`config.mk`:
```
export PLATFORM = sky130hd
export DESIGN_NAME = mem_slot_scheduler_flat
export DESIGN_NICKNAME = d
export VERILOG_FILES = /design/src/rtl/mem_slot_scheduler_if.sv /design/src/rtl/mem_slot_scheduler.sv /design/src/flat_wrapper.sv
export SDC_FILE = /design/constraint.sdc
export NUM_CORES = 1
export LEC_CHECK = 0
export ABC_AREA = 0
export BUFFER_PORTS_ARGS = -buffer_cell sky130_fd_sc_hd__buf_2
export CORE_UTILIZATION = 55
export DETAILED_ROUTE_END_ITERATION = 6
export PLACE_DENSITY = 0.76
export SLEW_MARGIN = 20
export SYNTH_ARGS = -nofsm -noshare
export SYNTH_HDL_FRONTEND = slang
export SYNTH_SLANG_ARGS = --single-unit
```
`constraint.sdc`:
```
create_clock -name i_clk -period 2.8 [get_ports i_clk]
set_clock_uncertainty 0.05 [all_clocks]
set_input_delay 0.7 -clock i_clk [delete_from_list [all_inputs] [get_ports i_clk]]
set_output_delay 0.7 -clock i_clk [all_outputs]
set_load 0.05 [all_outputs]
```
`src/rtl/mem_slot_scheduler_if.sv`:
```
// mem_slot_scheduler_if
// Bundles the scheduler's strobes, loader path, NES request path and SDRAM
// command outputs. Signal prefixes are relative to the scheduler:
// i_* are driven into the scheduler, o_* are driven by it.
//   slave  : the scheduler itself
//   master : whatever drives the requests and observes the SDRAM side
interface mem_slot_scheduler_if #(
   parameter int ADDR_W = 22
);
   logic              i_ce;
   logic              i_downloading;
   logic              i_ldr_wr;
   logic [ADDR_W-1:0] i_ldr_addr;
   logic [7:0]        i_ldr_data;
   logic              o_ldr_full;
   logic              i_cpu_rd;
   logic              i_cpu_wr;
   logic              i_ppu_rd;
   logic [ADDR_W-1:0] i_cpu_addr;
   logic [7:0]        i_cpu_dout;
   logic [ADDR_W-1:0] o_mem_addr;
   logic [7:0]        o_mem_din;
   logic              o_mem_we;
   logic              o_mem_oe_cpu;
   logic              o_mem_oe_ppu;
   logic              o_hold_reset;
   logic              o_load_done;
   logic [ADDR_W-1:0] o_load_count;
   logic [7:0]        o_drop_count;

   modport slave (
      input  i_ce, i_downloading, i_ldr_wr, i_ldr_addr, i_ldr_data,
             i_cpu_rd, i_cpu_wr, i_ppu_rd, i_cpu_addr, i_cpu_dout,
      output o_ldr_full, o_mem_addr, o_mem_din, o_mem_we, o_mem_oe_cpu,
             o_mem_oe_ppu, o_hold_reset, o_load_done, o_load_count, o_drop_count
   );

   modport master (
      output i_ce, i_downloading, i_ldr_wr, i_ldr_addr, i_ldr_data,
             i_cpu_rd, i_cpu_wr, i_ppu_rd, i_cpu_addr, i_cpu_dout,
      input  o_ldr_full, o_mem_addr, o_mem_din, o_mem_we, o_mem_oe_cpu,
             o_mem_oe_ppu, o_hold_reset, o_load_done, o_load_count, o_drop_count
   );
endinterface

```
`src/rtl/mem_slot_scheduler.sv`:
```
// mem_slot_scheduler
// Single registered arbiter for the shared SDRAM port: ROM loader writes
// (buffered in a small FIFO), NES CPU reads/writes and PPU reads. One command
// launches per NES cycle on i_ce and the mem outputs hold until the next i_ce.
// Also owns the NES hold-in-reset policy across boot, download and drain.
// Ports:
//   i_clk   : NES system clock
//   i_reset : asynchronous, active-high
//   bus     : mem_slot_scheduler_if slave (loader, NES requests, SDRAM command,
//             hold_reset / load_done / load_count / drop_count status)
//
// state | meaning
// ------+--------------------------------------------------------------
// BOOT  | power-up, NES held in reset, no commands, waits for a download
// LOAD  | download active, loader FIFO drained one entry per i_ce
// DRAIN | download ended, remaining FIFO entries still being written
// RUN   | NES released, CPU/PPU requests forwarded to SDRAM
module mem_slot_scheduler #(
   parameter int ADDR_W     = 22,
   parameter int FIFO_DEPTH = 4
) (
   input  logic i_clk,
   input  logic i_reset,
   mem_slot_scheduler_if.slave bus
);
   localparam int PTR_W = (FIFO_DEPTH > 1) ? $clog2(FIFO_DEPTH) : 1;
   localparam int CNT_W = PTR_W + 1;
   localparam logic [CNT_W-1:0]  CNT_FULL = CNT_W'(FIFO_DEPTH);
   localparam logic [CNT_W-1:0]  CNT_ONE  = CNT_W'(1);
   localparam logic [PTR_W-1:0]  PTR_ONE  = PTR_W'(1);
   localparam logic [ADDR_W-1:0] LCNT_ONE = ADDR_W'(1);

   typedef enum logic [1:0] {
      ST_BOOT  = 2'd0,
      ST_LOAD  = 2'd1,
      ST_DRAIN = 2'd2,
      ST_RUN   = 2'd3
   } state_t;

   state_t            r_state, w_state_nxt;
   logic              r_dl;
   logic              w_dl_rise, w_dl_fall;
   logic              w_load_done_nxt, w_clr_counts;

   logic [ADDR_W-1:0] r_fifo_addr [FIFO_DEPTH];
   logic [7:0]        r_fifo_data [FIFO_DEPTH];
   logic [PTR_W-1:0]  r_wr_ptr, r_rd_ptr;
   logic [CNT_W-1:0]  r_count;
   logic              w_empty, w_full, w_feeding, w_pop, w_push, w_drop;

   logic [ADDR_W-1:0] r_mem_addr;
   logic [7:0]        r_mem_din;
   logic              r_mem_we, r_oe_cpu, r_oe_ppu;
   logic              r_load_done;
   logic [ADDR_W-1:0] r_load_count;
   logic [7:0]        r_drop_count;

   assign w_dl_rise = bus.i_downloading & ~r_dl;
   assign w_dl_fall = ~bus.i_downloading & r_dl;

   assign w_empty   = (r_count == '0);
   assign w_full    = (r_count == CNT_FULL);
   assign w_feeding = (r_state == ST_LOAD) || (r_state == ST_DRAIN);
   assign w_pop     = bus.i_ce & w_feeding & ~w_empty;
   // A write arriving while full still fits if the head leaves this cycle.
   assign w_push    = bus.i_ldr_wr & (r_state != ST_RUN) & (~w_full | w_pop);
   assign w_drop    = bus.i_ldr_wr & ~w_push;

   always_ff @(posedge i_clk or posedge i_reset) begin
      if (i_reset) begin
         r_state     <= ST_BOOT;
         r_dl        <= 1'b0;
         r_load_done <= 1'b0;
      end else begin
         r_state     <= w_state_nxt;
         r_dl        <= bus.i_downloading;
         r_load_done <= w_load_done_nxt;
      end
   end

   always_comb begin
      w_state_nxt     = r_state;
      w_load_done_nxt = 1'b0;
      w_clr_counts    = 1'b0;
      case (r_state)
         ST_BOOT: begin
            if (bus.i_downloading) w_state_nxt = ST_LOAD;
         end
         ST_LOAD: begin
            if (w_dl_fall) w_state_nxt = ST_DRAIN;
         end
         ST_DRAIN: begin
            // A restarted download wins over finishing the drain.
            if (w_dl_rise) begin
               w_state_nxt = ST_LOAD;
            end else if (bus.i_ce && w_empty) begin
               w_state_nxt     = ST_RUN;
               w_load_done_nxt = 1'b1;
            end
         end
         ST_RUN: begin
            if (w_dl_rise) begin
               w_state_nxt  = ST_LOAD;
               w_clr_counts = 1'b1;
            end
         end
         default: w_state_nxt = ST_BOOT;
      endcase
   end

   // Storage carries no reset; validity is tracked by the pointers and count.
   always_ff @(posedge i_clk) begin
      if (w_push) begin
         r_fifo_addr[r_wr_ptr] <= bus.i_ldr_addr;
         r_fifo_data[r_wr_ptr] <= bus.i_ldr_data;
      end
   end

   always_ff @(posedge i_clk or posedge i_reset) begin
      if (i_reset) begin
         r_wr_ptr <= '0;
         r_rd_ptr <= '0;
         r_count  <= '0;
      end else begin
         if (w_push) r_wr_ptr <= r_wr_ptr + PTR_ONE;
         if (w_pop)  r_rd_ptr <= r_rd_ptr + PTR_ONE;
         case ({w_push, w_pop})
            2'b10:   r_count <= r_count + CNT_ONE;
            2'b01:   r_count <= r_count - CNT_ONE;
            default: r_count <= r_count;
         endcase
      end
   end

   always_ff @(posedge i_clk or posedge i_reset) begin
      if (i_reset) begin
         r_mem_addr <= '0;
         r_mem_din  <= '0;
         r_mem_we   <= 1'b0;
         r_oe_cpu   <= 1'b0;
         r_oe_ppu   <= 1'b0;
      end else if (bus.i_ce) begin
         if (w_pop) begin
            r_mem_addr <= r_fifo_addr[r_rd_ptr];
            r_mem_din  <= r_fifo_data[r_rd_ptr];
            r_mem_we   <= 1'b1;
            r_oe_cpu   <= 1'b0;
            r_oe_ppu   <= 1'b0;
         end else if (r_state == ST_RUN) begin
            // Core should never overlap strobes; if it does, write wins, then CPU read.
            r_mem_addr <= bus.i_cpu_addr;
            r_mem_din  <= bus.i_cpu_dout;
            r_mem_we   <= bus.i_cpu_wr;
            r_oe_cpu   <= bus.i_cpu_rd & ~bus.i_cpu_wr;
            r_oe_ppu   <= bus.i_ppu_rd & ~bus.i_cpu_rd & ~bus.i_cpu_wr;
         end else begin
            r_mem_we   <= 1'b0;
            r_oe_cpu   <= 1'b0;
            r_oe_ppu   <= 1'b0;
         end
      end
   end

   always_ff @(posedge i_clk or posedge i_reset) begin
      if (i_reset) begin
         r_load_count <= '0;
         r_drop_count <= '0;
      end else if (w_clr_counts) begin
         r_load_count <= '0;
         r_drop_count <= '0;
      end else begin
         if (w_pop) r_load_count <= r_load_count + LCNT_ONE;
         if (w_drop && (r_drop_count != 8'hFF)) r_drop_count <= r_drop_count + 8'd1;
      end
   end

   assign bus.o_ldr_full   = w_full;
   assign bus.o_mem_addr   = r_mem_addr;
   assign bus.o_mem_din    = r_mem_din;
   assign bus.o_mem_we     = r_mem_we;
   assign bus.o_mem_oe_cpu = r_oe_cpu;
   assign bus.o_mem_oe_ppu = r_oe_ppu;
   assign bus.o_hold_reset = (r_state != ST_RUN);
   assign bus.o_load_done  = r_load_done;
   assign bus.o_load_count = r_load_count;
   assign bus.o_drop_count = r_drop_count;
endmodule

```
`src/flat_wrapper.sv`:
```
// flat-port wrapper written by rule: the top's interface ports become plain ports
module mem_slot_scheduler_flat 
#(
   parameter int ADDR_W     = 22,
   parameter int FIFO_DEPTH = 4
)
  (i_clk, i_reset, bus_i_ce, bus_i_downloading, bus_i_ldr_wr, bus_i_ldr_addr, bus_i_ldr_data, bus_i_cpu_rd, bus_i_cpu_wr, bus_i_ppu_rd, bus_i_cpu_addr, bus_i_cpu_dout, bus_o_ldr_full, bus_o_mem_addr, bus_o_mem_din, bus_o_mem_we, bus_o_mem_oe_cpu, bus_o_mem_oe_ppu, bus_o_hold_reset, bus_o_load_done, bus_o_load_count, bus_o_drop_count);
  mem_slot_scheduler_if #(.ADDR_W(ADDR_W)) bus_i ();
  input  logic i_clk;
  input  logic i_reset;
  input wire logic [$bits(bus_i.i_ce)-1:0] bus_i_ce;
  input wire logic [$bits(bus_i.i_downloading)-1:0] bus_i_downloading;
  input wire logic [$bits(bus_i.i_ldr_wr)-1:0] bus_i_ldr_wr;
  input wire logic [$bits(bus_i.i_ldr_addr)-1:0] bus_i_ldr_addr;
  input wire logic [$bits(bus_i.i_ldr_data)-1:0] bus_i_ldr_data;
  input wire logic [$bits(bus_i.i_cpu_rd)-1:0] bus_i_cpu_rd;
  input wire logic [$bits(bus_i.i_cpu_wr)-1:0] bus_i_cpu_wr;
  input wire logic [$bits(bus_i.i_ppu_rd)-1:0] bus_i_ppu_rd;
  input wire logic [$bits(bus_i.i_cpu_addr)-1:0] bus_i_cpu_addr;
  input wire logic [$bits(bus_i.i_cpu_dout)-1:0] bus_i_cpu_dout;
  output wire logic [$bits(bus_i.o_ldr_full)-1:0] bus_o_ldr_full;
  output wire logic [$bits(bus_i.o_mem_addr)-1:0] bus_o_mem_addr;
  output wire logic [$bits(bus_i.o_mem_din)-1:0] bus_o_mem_din;
  output wire logic [$bits(bus_i.o_mem_we)-1:0] bus_o_mem_we;
  output wire logic [$bits(bus_i.o_mem_oe_cpu)-1:0] bus_o_mem_oe_cpu;
  output wire logic [$bits(bus_i.o_mem_oe_ppu)-1:0] bus_o_mem_oe_ppu;
  output wire logic [$bits(bus_i.o_hold_reset)-1:0] bus_o_hold_reset;
  output wire logic [$bits(bus_i.o_load_done)-1:0] bus_o_load_done;
  output wire logic [$bits(bus_i.o_load_count)-1:0] bus_o_load_count;
  output wire logic [$bits(bus_i.o_drop_count)-1:0] bus_o_drop_count;
  assign bus_i.i_ce = bus_i_ce;
  assign bus_i.i_downloading = bus_i_downloading;
  assign bus_i.i_ldr_wr = bus_i_ldr_wr;
  assign bus_i.i_ldr_addr = bus_i_ldr_addr;
  assign bus_i.i_ldr_data = bus_i_ldr_data;
  assign bus_i.i_cpu_rd = bus_i_cpu_rd;
  assign bus_i.i_cpu_wr = bus_i_cpu_wr;
  assign bus_i.i_ppu_rd = bus_i_ppu_rd;
  assign bus_i.i_cpu_addr = bus_i_cpu_addr;
  assign bus_i.i_cpu_dout = bus_i_cpu_dout;
  assign bus_o_ldr_full = bus_i.o_ldr_full;
  assign bus_o_mem_addr = bus_i.o_mem_addr;
  assign bus_o_mem_din = bus_i.o_mem_din;
  assign bus_o_mem_we = bus_i.o_mem_we;
  assign bus_o_mem_oe_cpu = bus_i.o_mem_oe_cpu;
  assign bus_o_mem_oe_ppu = bus_i.o_mem_oe_ppu;
  assign bus_o_hold_reset = bus_i.o_hold_reset;
  assign bus_o_load_done = bus_i.o_load_done;
  assign bus_o_load_count = bus_i.o_load_count;
  assign bus_o_drop_count = bus_i.o_drop_count;
  mem_slot_scheduler #(.ADDR_W(ADDR_W), .FIFO_DEPTH(FIFO_DEPTH)) u_core (.i_clk(i_clk), .i_reset(i_reset), .bus(bus_i));
endmodule
```
# Word-level counts from Yosys, hierarchy flattened
# Memories as Yosys holds them, arrays and structs flattened.
# Cells that the tools add are included.
# word_totals
memories	2
inputBits	68
mem_bits_rw	120
out_inout_bits	66
reg_bits	74
wordCells	90
# op_classes
bitwise	18
n_eq_ne	12
n_reduce_logical	11
muxes	28
addsub	6
# mem_list
name	depth	width	read_ports	rd_ports_with_merged_regs	write_ports	line	rtl
u_core.r_fifo_addr	4	22	1	0	1	mem_slot_scheduler.sv:45	logic [ADDR_W-1:0] r_fifo_addr [FIFO_DEPTH];
u_core.r_fifo_data	4	8	1	0	1	mem_slot_scheduler.sv:46	logic [7:0] r_fifo_data [FIFO_DEPTH];
# ops
operator	count
$mux 22	4
$mux 8	4
$add 22x1->22 const B	1
$mux 1	13
$and 1x1->1	10
$mux 2	5
$add 8x1->8 const B	1
$ne 8x8->1 const B	1
$pmux 2 s4	1
$reduce_bool 2->1	4
$not 1->1	7
$eq 2x2->1 const B	3
$pmux 3 s2	1
$add 2x1->2 const B	2
$eq 2x1->1 const B	2
$ne 2x1->1 const B	2
$ne 2x2->1 const B	2
$reduce_and 4->1	1
$add 3x1->3 const B	1
$eq 3x3->1 const B	1
$logic_not 3->1	1
$ne 3x2->1 const B	1
$sub 3x1->3 const B	1
$logic_and 1x1->1	2
other kinds (4)	4

# Longest topological paths before layout
# Gate-level depths: netlist (run 1).
# logic_depth
ltp_word	11
mapped_depth	9
mapped_depth_nobuf	9

# Worst setup path after synthesis (run 1)
# Ideal clock, no wire load.
# synth_path
path_kind	reg2reg
from	register u_core.r_count[0]
to	memory u_core.r_fifo_addr[0][0], enable pin
path_stages_with_launch	5
arrival_ps	2134
period_less_slack_ps	2574
n_path_buf	0
required_time_ps	2360
setup_slack_ps	226
cell_sequence	dfrtp_1 -> nor2_1 -> and2_1 -> a21oi_1 -> and2_1
# synth_between
elab_cells_between_ends	9
cone_classes	eq/ne: 1; mux: 2; bitwise: 5; reduce/logical: 1
# synth_lines
item	line	rtl
from (decl)	mem_slot_scheduler.sv:48	logic [CNT_W-1:0] r_count;
from (signal assigned)	mem_slot_scheduler.sv:128	2'b10: r_count <= r_count + CNT_ONE;
from (signal assigned)	mem_slot_scheduler.sv:129	2'b01: r_count <= r_count - CNT_ONE;
from (signal assigned)	mem_slot_scheduler.sv:130	default: r_count <= r_count;
$eq 3x3->1	mem_slot_scheduler.sv:62	assign w_full = (r_count == CNT_FULL);
named net bus_o_ldr_full	flat_wrapper.sv:21	output wire logic [$bits(bus_i.o_ldr_full)-1:0] bus_o_ldr_full;
$not 1->1	mem_slot_scheduler.sv:66	assign w_push = bus.i_ldr_wr & (r_state != ST_RUN) & (~w_full | w_pop);
$or 1x1->1	mem_slot_scheduler.sv:66	
$and 1x1->1	mem_slot_scheduler.sv:66	
$mux 1	mem_slot_scheduler.sv:113	if (w_push) begin
$mux 1 (not written as such)	mem_slot_scheduler.sv:114	r_fifo_addr[r_wr_ptr] <= bus.i_ldr_addr;
to (decl)	mem_slot_scheduler.sv:45	
# The timed path passes the listed nets, and every way through them passes these cells.

# Worst setup path after layout (run 1)
# layout_path
from	register u_core.r_count[0]
to	output bus_o_ldr_full
# layout_between
elab_chain_cells	1
# layout_rtl
item	line
$eq 3x3->1	mem_slot_scheduler.sv:62
to (decl)	flat_wrapper.sv:21
# No other way between the ends.

==> summary.md, run 1 <==
| Metric | Value |
|---|---|
| Final Non-Filler Cells | `roughly 870` |
| Number of flops mapped to enable cells by yosys | `between 100 and 150` |
| Status | `finished, final reports clean` |
| Vias/cell | `5.618` |
| Final Max Tran Viols | `0` |
| Synth Area in Adders | `1.813%` |
| Crit path DAT | `between 1500 and 2000 ps` |
| Gpl congestion | `0.8469` |
| Area occupied by multi-input gates | `2419 um^2` |
| Largest net degree at the start of global routing | `37` |
| Sequential share of the synthesized area | `68.15%` |
| Max incr delay on CP | `460 ps` |
| Mux contribution to synthesized area | `12.32%` |
| Final Cycle Share | `88.21%` |
| CTS Buffer Depth | `2` |
| Crit Path Class | `reg2out` |
| Global-route usage over all layers | `between 20% and 30%` |
| Worst-margin pin slew | `roughly 710 ps` |
| Setup violators final | `0` |
| Post-Route WL | `approximately 16,000 um` |
| # IOs | `approximately 130` |
| Pre-CTS WS | `approximately 350 ps` |
| CTS Hold Buffers Added | `0` |
| Fin nets | `750` |
| Port buffer count | `roughly 130` |
| Clock-pin slew on the worst setup and hold paths | `70 ps` |
| Post-synth cell types | `44` |
| Post-layout instance area | `9537 um^2` |
| Synth Area in Simple Gates | `8.440%` |
| Std-Cell Rows | `43` |
| Core ar. | `roughly 14,000 um^2` |
| Mapped Cells | `between 500 and 600` |
| GR Layer Usage met2 | `37.92%` |
| Die width | `about 120 um` |
| Number of warnings issued by yosys | `0` |
| Peak VDD IR | `around 0.7 mV` |
| First-pass GRT wire length | `24,870 um` |
| # fillers | `roughly 1,000` |
| CTS Root Cell | `clkbuf_16` |
| Clock Latency Late Sink | `about 420 ps` |
| Final Hold Viols | `0` |
| Crit-path cells | `nor2_1 > and2_1 > buf_2` |
| Final TNS setup | `0 ps` |
| FMAX | `roughly 0.40 GHz` |
| Internal | `between 6 and 7 mW` |
| TritonCTS clock tree | `built` |
| Num CTS Buffers | `17` |
| Synth Area in Compound Gates | `roughly 4.1%` |
| Hold crit path type | `in2async` |
| Final HPWL DP | `roughly 11,000 um` |
| DR vias | `between 4,000 and 5,000` |
| Clock Sinks | `194` |
| CP Max Fanout | `5` |
| GRT met3 Usage | `under 10%` |
| Top_reg_cell synth | `edfxtp_1` |
| Post-Syn Area | `about 8000 um^2` |
| Number of global-route vias before repair | `~4,900` |
| FF/Latch Area | `about 5500 um^2` |
| Chip height | `approximately 120 um` |
| Drc violations | `0` |
| Req. time, crit path | `between 2000 and 2500 ps` |
| Gates resized, CTS repair | `0` |
| Switching Share | `between 30% and 40%` |
| Flops & latches, synth | `between 150 and 200` |
| Initial antenna violation count | `1` |
| Combinational power share | `a little under two fifths` |
| Full die area | `15,040 um^2` |
| Crit path setup slack, layout | `330.2 ps` |
| Unrepaired setup endpoints after global routing | `no` |
| Ys async rst share | `38.14%` |
| Critical path's slowest cell | `dfrtp_1` |
| Initial core utilization | `57.01%` |
| Relative slew slack | `roughly 52%` |
| Min cycle time layout | `~2500 ps` |
| Reg power frac | `a little over two fifths` |
| # H-tree levels | `4` |
| WL per Instance | `18.32 um` |
| ANT nets after route | `0` |
| Startpoint types | `flop` |
| Finished Core Util | `between 60% and 70%` |
| Switching pwr | `between 3 and 4 mW` |
| Clock share of power | `a little over a fifth` |
| Syn Nets | `roughly 610` |
| Min Hold Slack | `about 310 ps` |
| GR peak layer | `met2` |
| Synth Area in XOR/XNOR | `approximately 3.4%` |
| Dpl cell area | `approximately 9000 um^2` |
| Avg Synthesized Cell Area | `about 15 um^2` |
| Remaining global-route overflow | `0` |
| MaxCap Viol Count | `0` |
| First drt pass iteration count | `5` |
| Leak | `3.982 nW` |
| Most common cell after layout, fill and taps aside | `buf_2` |
| Largest family of logic cells by synthesized area | `multiplexers` |
| Share of cells above drive strength 1 | `between 30% and 40%` |
| Commonest non-fill, non-tap cells in the layout | `133 x buf_2, 120 x edfxtp_1, 73 x dfrtp_1` |
| Post-route total power | `10.05 mW` |
| Post-CTS Setup Bufs | `0` |
| Placed insts | `roughly 830` |
| Worst Setup End Kind | `primary output` |
| P per Cell Area | `around 1100 nW/um^2` |
| Initial DRC count | `269` |
| Syn-to-layout area delta | `19.13%` |
| Met1 Track Usage GR | `between 20 and 30%` |
## cell usage after synthesis (all sizes together) (5+ instances only)
library cell | n | area, um^2
nor3 | 9 | 45.04
mux2i | 31 | 310.3
ha | 10 | 125.1
nand2b | 5 | 31.28
buf | 5 | 23.77
dfrtp | 74 | 1852
clkbuf | 17 | 63.81
nand2 | 49 | 183.9
nand3 | 12 | 60.06
nor2 | 34 | 127.6
inv | 15 | 56.30
edfxtp | 120 | 3603
xnor2 | 17 | 148.9
and2 | 7 | 43.79
nand4 | 9 | 56.30
o21ai | 35 | 175.2
xor2 | 14 | 122.6
mux4 | 30 | 675.7
## cell families after synthesis
kind of cell	Yosys count
buffers and inverters	37
muxes	61
and+or+nand+nor	140
DFF	194
xor gates and xnor gates	31
adders and majority gates	11
AOI/OAI and AO/OA	52
## cell type report
type,instances,share of cell area [%]
flip-flops and latches,194,57.22
multi-input cells,295,25.36
repair buffers,148,9.079
clock buffers,21,4.618
well taps,180,2.362
clock inverters,11,0.7085
inverters,15,0.6035
diodes,2,0.05248
## registers in the layout (all words and copies together) (netlist names)
name and flops:
u_core.r_state 2, u_core.r_count 3, u_core.r_fifo_data 32, u_core.r_rd_ptr 2
u_core.bus.o_mem_oe_ppu 1, u_core.bus.o_mem_addr 22, u_core.bus.o_load_count 22, u_core.r_fifo_addr 88
u_core.bus.o_load_done 1, u_core.bus.o_mem_din 8, u_core.bus.o_mem_we 1, u_core.r_wr_ptr 2
u_core.bus.o_mem_oe_cpu 1, u_core.r_dl 1, u_core.bus.o_drop_count 8
## routing by layer
layer,wire length (um),part of all wire (%)
met4,253,1.6
met1,6789,43
met3,857,5.4
met5,0,0
met2,7967,50
## power by group through the flow
| stage | registers (mW) | logic (mW) | clock network [mW] |
|---|---|---|---|
| 6_report | 4.24 | 3.69 | 2.12 |
| 3_3_place_gp | 4.24 | 3.63 | 0 |
| 2_1_floorplan | 5.08 | 1.85 | 0 |
| 3_5_place_dp | 4.29 | 3.71 | 0 |
| 4_1_cts | 4.25 | 3.74 | 2.16 |
| 5_1_grt | 4.31 | 3.99 | 2.26 |
## final timing paths
| check | from | cells after the start | to | slack [ps] |
|---|---|---|---|---|
| min | i_reset | 2 | u_core.bus.o_mem_addr[15]$_DFFE_PP0P_ | 310 |
| min in group i_clk | bus_i_downloading | 1 | u_core.r_dl$_DFF_PP0_ | 370 |
| max | u_core.r_count[0]$_DFFE_PP0P_ | 3 | bus_o_ldr_full | 330 |
| max reg2reg | u_core.r_state[1]$_DFFE_PP0P_ | 9 | u_core.r_count[2]$_DFFE_PP0P_ | 360 |
| max in group asynchronous | i_reset | 3 | u_core.bus.o_drop_count[3]$_DFFE_PP0P_ | 1620 |
| min reg2reg | u_core.bus.o_mem_we$_DFFE_PP0P_ | 2 | u_core.bus.o_mem_we$_DFFE_PP0P_ | 460 |
## critical path: cells and delay by family, from the launching register on
family | cells | cell delay [ps]
flops | 1 | 460
simple gates | 2 | 550
buf+inv | 1 | 280
(Power assumes the default switching activity.)
==> inputs of run 2 (changes only) <==
- CORE_UTILIZATION: 55 -> 56
- PLACE_DENSITY: 0.76 -> 0.77
==> run 2 against run 1 <==
  * Count of clock-buffer cells in the layout shrank 4
  * Sequential cell count stayed put
  * Die area fell by 1.8%
  * Via count is essentially flat
  * Design area rose by 1.3%
  * Sequential power decreased by 1%
  * Final cell count up 0.12%
  * Critical path type unchanged
==> summary.md, run 2 (synthesis gave the netlist of run 1 again) <==
| Metric | Value |
|---|---|
| Placed insts | `roughly 840` |
| Req. time, crit path | `2050 ps` |
| Core ar. | `13,930 um^2` |
| Switching pwr | `3.867 mW` |
| Post-route total power | `between 10 and 15 mW` |
| Relative slew slack | `55.25%` |
| Post-layout instance area | `9658 um^2` |
| WL per Instance | `between 15 and 20 um` |
| Leak | `4.059 nW` |
| Full die area | `~15,000 um^2` |
| Clock Latency Late Sink | `about 430 ps` |
| Post-CTS Setup Bufs | `0` |
| Crit path setup slack, layout | `between 300 and 400 ps` |
| Clock-pin slew on the worst setup and hold paths | `70 ps` |
| # H-tree levels | `4` |
| CTS Root Cell | `clkbuf_16` |
| Critical R2R Capture | `u_core.r_count[2]$_DFFE_PP0P_` |
| # fillers | `roughly 900` |
| Std-Cell Rows | `43` |
| Status | `finished, final reports clean` |
| Worst R2R Path Depth | `9` |
| First-pass GRT wire length | `roughly 26,000 um` |
| DR vias | `about 4,900` |
| Initial core utilization | `a little under three fifths` |
| Drc violations | `0` |
| Max FFs per register | `between 80 and 90` |
| CP startpoint | `u_core.r_count[0]$_DFFE_PP0P_` |
| Top reg by flops | `u_core.r_fifo_addr` |
| Final Hold Viols | `0` |
| Remaining global-route overflow | `0` |
| ANT nets after route | `0` |
| Delay-heaviest family, CP | `simple AND/OR/NAND/NOR gates` |
| Num CTS Buffers | `17` |
| Crit-path cells | `nor2_1 > and2_1 > buf_2` |
| Worst Setup End Kind | `primary output` |
| # IOs | `roughly 130` |
| Antenna diodes | `0` |
| Reg power frac | `40.0%` |
| Initial antenna violation count | `0` |
| Reg2Reg Setup Slack | `~370 ps` |
| Final Non-Filler Cells | `~870` |
| Final Max Tran Viols | `0` |
| Number of global-route vias before repair | `4,929` |
| Share of cells above drive strength 1 | `roughly a third` |
| Chip height | `121.6 um` |
| Port buffer count | `133` |
| Startpoint types | `flop` |
| P per Cell Area | `1085 nW/um^2` |
| Dpl cell area | `around 9000 um^2` |
| Worst Setup EP | `bus_o_ldr_full` |
| Critical path depth | `3` |
| R2r startpoint | `u_core.r_state[1]$_DFFE_PP0P_` |
| CP Max Fanout | `5` |
| CP bufs+invs | `1` |
| Min cycle time layout | `2484 ps` |
| First drt pass iteration count | `4` |
| Syn-to-layout area delta | `20.65%` |
| Largest net degree at the start of global routing | `54` |
| Setup violators final | `0` |
| Top Registers | `u_core.r_fifo_addr: 88 flops, u_core.r_fifo_data: 32 flops` |
| CTS Hold Buffers Added | `0` |
| Vias/cell | `~5.6` |
| Final HPWL DP | `11,220 um` |
| Clock Sinks | `194` |
| Post-Route WL | `about 16,000 um` |
| Gates resized, CTS repair | `0` |
| Commonest non-fill, non-tap cells in the layout | `133 x buf_2, 120 x edfxtp_1, 73 x dfrtp_1` |
| Final TNS setup | `0 ps` |
| Die width | `between 100 and 150 um` |
| Final Cycle Share | `about nine tenths` |
| Unrepaired setup endpoints after global routing | `no` |
| Most common cell after layout, fill and taps aside | `buf_2` |
| Combinational power share | `36.2%` |
| Crit path DAT | `1730 ps` |
| FMAX | `around 0.40 GHz` |
| Gpl congestion | `0.8560` |
| Fin nets | `approximately 750` |
| Initial DRC count | `330` |
| Crit Path Class | `reg2out` |
| Global-route usage over all layers | `between 20% and 30%` |
| Worst-margin pin slew | `between 600 and 700 ps` |
| Max incr delay on CP | `around 460 ps` |
| TritonCTS clock tree | `built` |
| Switching Share | `between 30% and 40%` |
| Clock share of power | `between 20% and 30%` |
| Critical path's slowest cell | `dfrtp_1` |
| Hold crit path type | `in2async` |
| MaxCap Viol Count | `0` |
| Internal | `~6.6 mW` |
| Peak VDD IR | `0.6433 mV` |
| CTS Buffer Depth | `2` |
| Pre-CTS WS | `roughly 350 ps` |
-- run 2: changes by cell type in the layout (fill, tap and decap cells not counted), sizes merged --
| cell | before | now |
|---|---|---|
| clkbuf | 21 | 17 |
| clkinv | 7 | 8 |
| diode | 2 | 0 |
| buf | 148 | 151 |
| inv | 14 | 16 |
| bufinv | 0 | 4 |
| clkinvlp | 5 | 2 |
-- run 2: through the flow --
stage	hold WS (ps)	util (%)
final	207.0	69.31
after global routing	236.5	69.31
after CTS	211.1	69.31
after detailed placement	471.3	64.92
after global placement	461.1	64.92
after floorplan	466.1	-
-- run 2: power groups by stage --
stage / logic, mW / registers, mW / clock network (mW)
2_1_floorplan: 1.85 / 5.08 / 0
3_3_place_gp: 3.71 / 4.17 / 0
5_1_grt: 4.09 / 4.24 / 2.64
6_report: 3.79 / 4.19 / 2.50
4_1_cts: 3.85 / 4.18 / 2.54
3_5_place_dp: 3.82 / 4.23 / 0
-- run 2: area by class of cell --
| cell class | instances | area (um^2) | area share, % |
|---|---|---|---|
| inverters | 15 | 57.56 | 0.5959 |
| clock inverters | 15 | 186.4 | 1.930 |
| clock buffers | 17 | 425.4 | 4.405 |
| multi-input cells | 295 | 2419 | 25.04 |
| well taps | 180 | 225.2 | 2.332 |
| flip-flops and latches | 194 | 5456 | 56.50 |
| repair buffers | 151 | 888.4 | 9.198 |
-- run 2: worst min-delay path by stage --
| stage | to | slack [ps] | cells after the start |
|---|---|---|---|
| after floorplan | u_core.r_state[1]$_DFFE_PP0P_ | 470 | 1 |
| after global placement | u_core.bus.o_mem_we$_DFFE_PP0P_ | 460 | 2 |
| after detailed placement | u_core.bus.o_mem_we$_DFFE_PP0P_ | 470 | 2 |
| after CTS | u_core.bus.o_mem_addr[12]$_DFFE_PP0P_ | 210 | 2 |
| after global routing | u_core.bus.o_mem_addr[14]$_DFFE_PP0P_ | 240 | 2 |
| final | u_core.bus.o_mem_addr[14]$_DFFE_PP0P_ | 210 | 2 |
-- run 2: worst reg2reg max path: stages (launching register included) --
cell and delay (ps):
dfrtp_1 390, inv_1 80, ha_1 420, o311a_2 270, nand2_1 90, fa_1 420
nor2_1 180, nand2_1 100, a32oi_1 180, o21ai_0 110
-- run 2: layer usage --
| layer | global-route usage [%] | wire (um) |
|---|---|---|
| met5 | 0 | 0 |
| met4 | 9.105 | 208 |
| met3 | 4.728 | 738 |
| met2 | 39.42 | 8299 |
| met1 | 30.59 | 6903 |
